===== config.mk =====
export PLATFORM = sky130hd
export DESIGN_NAME = pc_fetch_sequencer
export DESIGN_NICKNAME = d
export VERILOG_FILES = /design/src/rtl/yu_fetch_pkg.sv /design/src/rtl/adder.sv /design/src/rtl/pc_boot_timer.sv /design/src/rtl/pc_fetch_sequencer.sv
export SDC_FILE = /design/constraint.sdc
export NUM_CORES = 1
export LEC_CHECK = 0
export ABC_AREA = 1
export BUFFER_PORTS_ARGS = -buffer_cell sky130_fd_sc_hd__buf_4
export CAP_MARGIN = 20
export CORE_MARGIN = 2
export CORE_UTILIZATION = 51
export DETAILED_ROUTE_END_ITERATION = 8
export PLACE_DENSITY = 0.84
export SYNTH_ARGS = -nofsm -noshare
export SYNTH_HDL_FRONTEND = slang
export SYNTH_SLANG_ARGS = --single-unit
export TNS_END_PERCENT = 1

===== constraint.sdc =====
create_clock -name clk -period 2.2 [get_ports clk]
set_clock_uncertainty 0.1 [all_clocks]
set_input_delay 0.11 -clock clk [delete_from_list [all_inputs] [get_ports clk]]
set_output_delay 0.11 -clock clk [all_outputs]
set_load 0.005 [all_outputs]

===== src/rtl/yu_fetch_pkg.sv =====
// yu_fetch_pkg: shared fetch-stage state encoding and PC constants
package yu_fetch_pkg;
  typedef enum logic [1:0] {BOOT, REQ, WAIT, HOLD} fetch_state_t;
  localparam int PC_STEP = 4;
  localparam logic [31:0] DEFAULT_RESET_VECTOR = 32'h0000_0000;
endpackage


===== src/rtl/adder.sv =====
// Adder: plain modular adder used for the PC increment
module Adder #(
  parameter int W = 32
) (
  input  logic [W-1:0] a,
  input  logic [W-1:0] b,
  output logic [W-1:0] y
);
  assign y = a + b;
endmodule


===== src/rtl/pc_boot_timer.sv =====
// pc_boot_timer: counts post-reset idle cycles, done is high in the last one
module pc_boot_timer #(
  parameter int DELAY = 2
) (
  input  logic clk,
  input  logic rst,
  input  logic en,
  output logic done
);
  logic [3:0] cnt;
  assign done = en && cnt == 4'(DELAY - 1);
  always_ff @(posedge clk or negedge rst)
    if (!rst) cnt <= '0;
    else if (en && !done) cnt <= cnt + 4'd1;
endmodule


===== src/rtl/pc_fetch_sequencer.sv =====
// pc_fetch_sequencer: PC owner and single-outstanding fetch controller
// PC_SEQ_MISALIGN_TRAP_EN: misaligned redirects raise a sticky error and halt fetch
module pc_fetch_sequencer import yu_fetch_pkg::*; #(
  parameter int XLEN = 32,
  parameter logic [XLEN-1:0] RESET_VECTOR = XLEN'(DEFAULT_RESET_VECTOR),
  parameter int BOOT_DELAY = 2
) (
  input  logic            clk,
  input  logic            rst,
  output logic            imem_req,
  output logic [XLEN-1:0] imem_addr,
  input  logic            imem_ready,
  input  logic            imem_rvalid,
  input  logic [31:0]     imem_rdata,
  output logic            inst_valid,
  output logic [31:0]     inst,
  output logic [XLEN-1:0] inst_pc,
  input  logic            inst_ready,
  input  logic            redirect_valid,
  input  logic [XLEN-1:0] redirect_target,
  output logic            misalign_err
);
  fetch_state_t state, state_nx;
  logic [XLEN-1:0] pc, pc_nx, pc_inc, tgt;
  logic squash, squash_nx, ld, boot_done, trap;
  pc_boot_timer #(.DELAY(BOOT_DELAY)) u_boot (
    .clk(clk), .rst(rst), .en(state == BOOT), .done(boot_done)
  );
  Adder #(.W(XLEN)) u_inc (.a(pc), .b(XLEN'(PC_STEP)), .y(pc_inc));
`ifdef PC_SEQ_MISALIGN_TRAP_EN
  assign tgt = redirect_target;
  assign trap = misalign_err;
  always_ff @(posedge clk or negedge rst)
    if (!rst) misalign_err <= 1'b0;
    else if (state != BOOT && redirect_valid && redirect_target[1:0] != 2'b00) misalign_err <= 1'b1;
`else
  assign tgt = redirect_target & ~XLEN'(3);
  assign trap = 1'b0;
  assign misalign_err = 1'b0;
`endif
  assign imem_addr = pc;
  assign inst_valid = state == HOLD;
  always_comb begin
    state_nx = state;
    pc_nx = pc;
    squash_nx = squash;
    ld = 1'b0;
    imem_req = 1'b0;
    case (state)
      BOOT: state_nx = boot_done ? REQ : BOOT;
      REQ: begin
        imem_req = !redirect_valid && !trap;
        pc_nx = redirect_valid ? tgt : pc;
        state_nx = imem_req && imem_ready ? WAIT : REQ;
      end
      WAIT: begin
        pc_nx = redirect_valid ? tgt : pc;
        ld = imem_rvalid && !squash && !redirect_valid;
        squash_nx = !imem_rvalid && (squash || redirect_valid);
        state_nx = !imem_rvalid ? WAIT : ld ? HOLD : REQ;
      end
      HOLD: begin
        pc_nx = redirect_valid ? tgt : inst_ready ? pc_inc : pc;
        state_nx = redirect_valid || inst_ready ? REQ : HOLD;
      end
    endcase
  end
  always_ff @(posedge clk or negedge rst)
    if (!rst) begin
      state <= BOOT;
      pc <= RESET_VECTOR;
      squash <= 1'b0;
      inst <= '0;
      inst_pc <= '0;
    end else begin
      state <= state_nx;
      pc <= pc_nx;
      squash <= squash_nx;
      if (ld) begin
        inst <= imem_rdata;
        inst_pc <= pc;
      end
    end
endmodule

==> metrics <==
DR vias slightly above 5,000; Via-to-Cell Ratio ~5.2; Setup CP Type flop to flop; initial antenna violation count 0; CP endpoint imem_addr[6]; Starting Density 0.5202; Syn-to-layout area delta 43.29%; critical path depth 7; R2R depth 7; RSZ-0062 raised after global routing no; period utilization 0.9054; Met3 Wirelength approximately 1100 um; Worst-path clk slew about 0.11 ns; Final HPWL DP between 10,000 and 15,000 um; worst-skew pair later-pin latency 0.38 ns; Seq cells post-synth 99; minimum clock period about 2.0 ns; share of cells above drive strength 1 0.2326; Yosys top cell area share 0.4918; Critical Path Source state[1]; TritonCTS buffer count 9; Ant. Diodes 0; cell count after synthesis just over 600; delay-heaviest family, CP compound AO/OA/AOI/OAI gates; syn_area_per_cell ~8.1 um2; Synth warnings 0; R2R Setup Slk 0.21 ns; maximum root-to-sink buffer count 2; remaining antenna violation count after routing 0; outcome finished clean; Peak VDD IR ~0.00058 V; LEAKAGE 0.003627 uW; Final Hold Vio Count 0; top sig layer met4; CTS tree built; # IOs about 170; H-tree depth 3; first-pass GRT wire length roughly 25,000 um; synth top area cells dfrtp_1 49%, nand2_1 14%, mux2_1 7.8%; CP max-delay cell dfrtp_1; Buffers on Ports roughly 160; dominant cell type by area after synthesis dfrtp_1; # fillers around 700; DR WL/cell around 16 um; Core ar. between 9000 and 10,000 um2; GRT Overall Usage 0.3127; multi-input logic area 2245 um2; routed length on met1 6154 um; required time worst endpoint roughly 2.4 ns; Overflow after GRT 0; TNS Setup 0 ns; synthesized area between 5000 and 6000 um2; Std-Cell Rows 36; RR Startpoint state[1]; count of endpoints failing setup in the final report 0; max cap viols 0; WP buf/inv 2; post-route DRC violation count 0; Root Buffer clkbuf_8; Sequential cell area around 2500 um2; Vert. Die Dim between 100 and 150 um; total power 7860 uW; Worst setup EP type flop; largest net degree at the start of global routing 78; initial DRC count roughly 290; Critical Path Start Type flop; # resized after CTS 0; pwr dens between 1000 and 1500 nW/um2; Synth cell types 32; data arrival time of the worst path ~2.2 ns; worst-path maximum fanout 31; reg2reg end imem_addr[6]; nets@finish 920; min-delay worst type primary input to flop; worst-path cell chain inv_1 -> ha_1 -> a21oi_1 -> o21a_1 -> buf_4 -> o21ai_1 -> o22ai_1; Worst path max stage delay between 0.4 and 0.5 ns; fmax 502.0 MHz; met2 wire len 8073 um; vias in the first global route ~5,000; die width between 100 and 150 um; sequential area share after synthesis 0.4918; die area 10,690 um2; setup bufs post-CTS 0; DRT Wirelength 15,960 um; max-slew violations 0; Final GP Congestion 0.9387; TritonRoute pass-1 iters 5; clk sinks 99
-- per-layer routing --
metal	GRT usage	up-vias
met5	0	-
met4	0.1468	0
met3	0.05780	47
met2	0.5400	261
met1	0.3787	2385
li1	-	2411
-- cells in the final DEF (no fill, tap or decap), drive strengths merged, types with 8 or more instances in the layout --
cell           n
mux2          35
nand3         36
dlygate4sd3   60
o21ai         49
clkbuf        11
nand2        188
ha             8
nor2          93
a21oi         10
dfrtp         99
buf          171
inv           54
-- worst register-to-register path: cells and delay by family (launching register included) --
kind / cells / cell delay, ns
adder cells (fa/ha/maj): 1 / 0.24
flip-flops: 1 / 0.42
AO/OA/AOI/OAI: 4 / 0.73
buffers and inverters: 2 / 0.42
-- cell families after synthesis --
family | after synthesis | synth area share
and+or+nand+nor | 325 | 0.2591
buffers and inverters | 79 | 0.06806
xor gates and xnor gates | 5 | 0.008693
other | 1 | 0.0007444
muxes | 35 | 0.07824
adders and majority gates | 8 | 0.01987
AOI/OAI and AO/OA | 70 | 0.07352
DFF | 99 | 0.4918
-- where the power goes --
group | switching (uW) | total (uW) | internal [uW]
combinational | 1730 | 3350 | 1620
clock | 690 | 1270 | 576
sequential | 733 | 3250 | 2510
total | 3150 | 7860 | 4710
-- stage by stage --
stage               utilization  cells  hold slack [ns]  setup WS [ns]  instance area (um2)
floorplan                     -    626          -0.2856         0.5337                 5052
global placement         0.6618    904         -0.08149         0.3608                 6409
detailed placement       0.6618    904         -0.07177         0.2972                 6409
CTS                      0.7453    980         0.009443         0.2668                 7218
global route             0.7453    980          0.03340        0.06833                 7218
finish                   0.7453    980          0.01335         0.2080                 7218
-- final cells by class --
class | count | area share
Sequential cell | 99 | 0.3432
Multi-Input combinational cell | 448 | 0.3110
Timing Repair Buffer | 231 | 0.2663
Inverter | 53 | 0.02756
Tap cell | 133 | 0.02305
Clock buffer | 11 | 0.01959
Clock inverter | 5 | 0.009360
-- synth_stat cells --
library cell and count:
nand4_1 2, nand3_1 36, o22ai_1 4, o21ai_0 11
o21a_1 2, nor4_1 1, conb_1 1, a31oi_1 3
inv_1 48, nand3b_1 2, buf_2 7, ha_1 8
buf_1 1, o21ai_1 38, dfrtp_1 99, or2_2 2
clkinv_1 2, nand2_1 187, buf_4 6, clkbuf_1 10
mux2_1 35, nor2_1 89, xor2_1 5, buf_6 2
o31ai_1 1, or2_1 1, a21oi_1 10, nand2_2 1
a41oi_1 1, nor2_4 1, nor2_2 3, inv_2 3
-- worst min-delay path by stage --
stage | from | endpoint | slack [ns] | depth (start not counted)
2_1_floorplan | rst | imem_addr[10] | -0.29 | 0
3_3_place_gp | rst | inst[6] | -0.08 | 1
3_5_place_dp | rst | inst_pc[25] | -0.07 | 1
4_1_cts | redirect_valid | squash | 0.009 | 3
5_1_grt | redirect_valid | squash | 0.03 | 3
6_report | redirect_valid | squash | 0.01 | 3
-- flip-flops by register name, summed over array words and instances (netlist names) --
signal and cells:
imem_addr 30, inst 32, inst_pc 30, squash 1, state 2, u_boot.cnt 4
-- what timing repair did --
action	in CTS	in global routing
hold endpoints to repair	158	0
endpoints found under the setup margin	0	0
hold buffers	60	0
No activity file was read; power rests on OpenSTA's default activity.
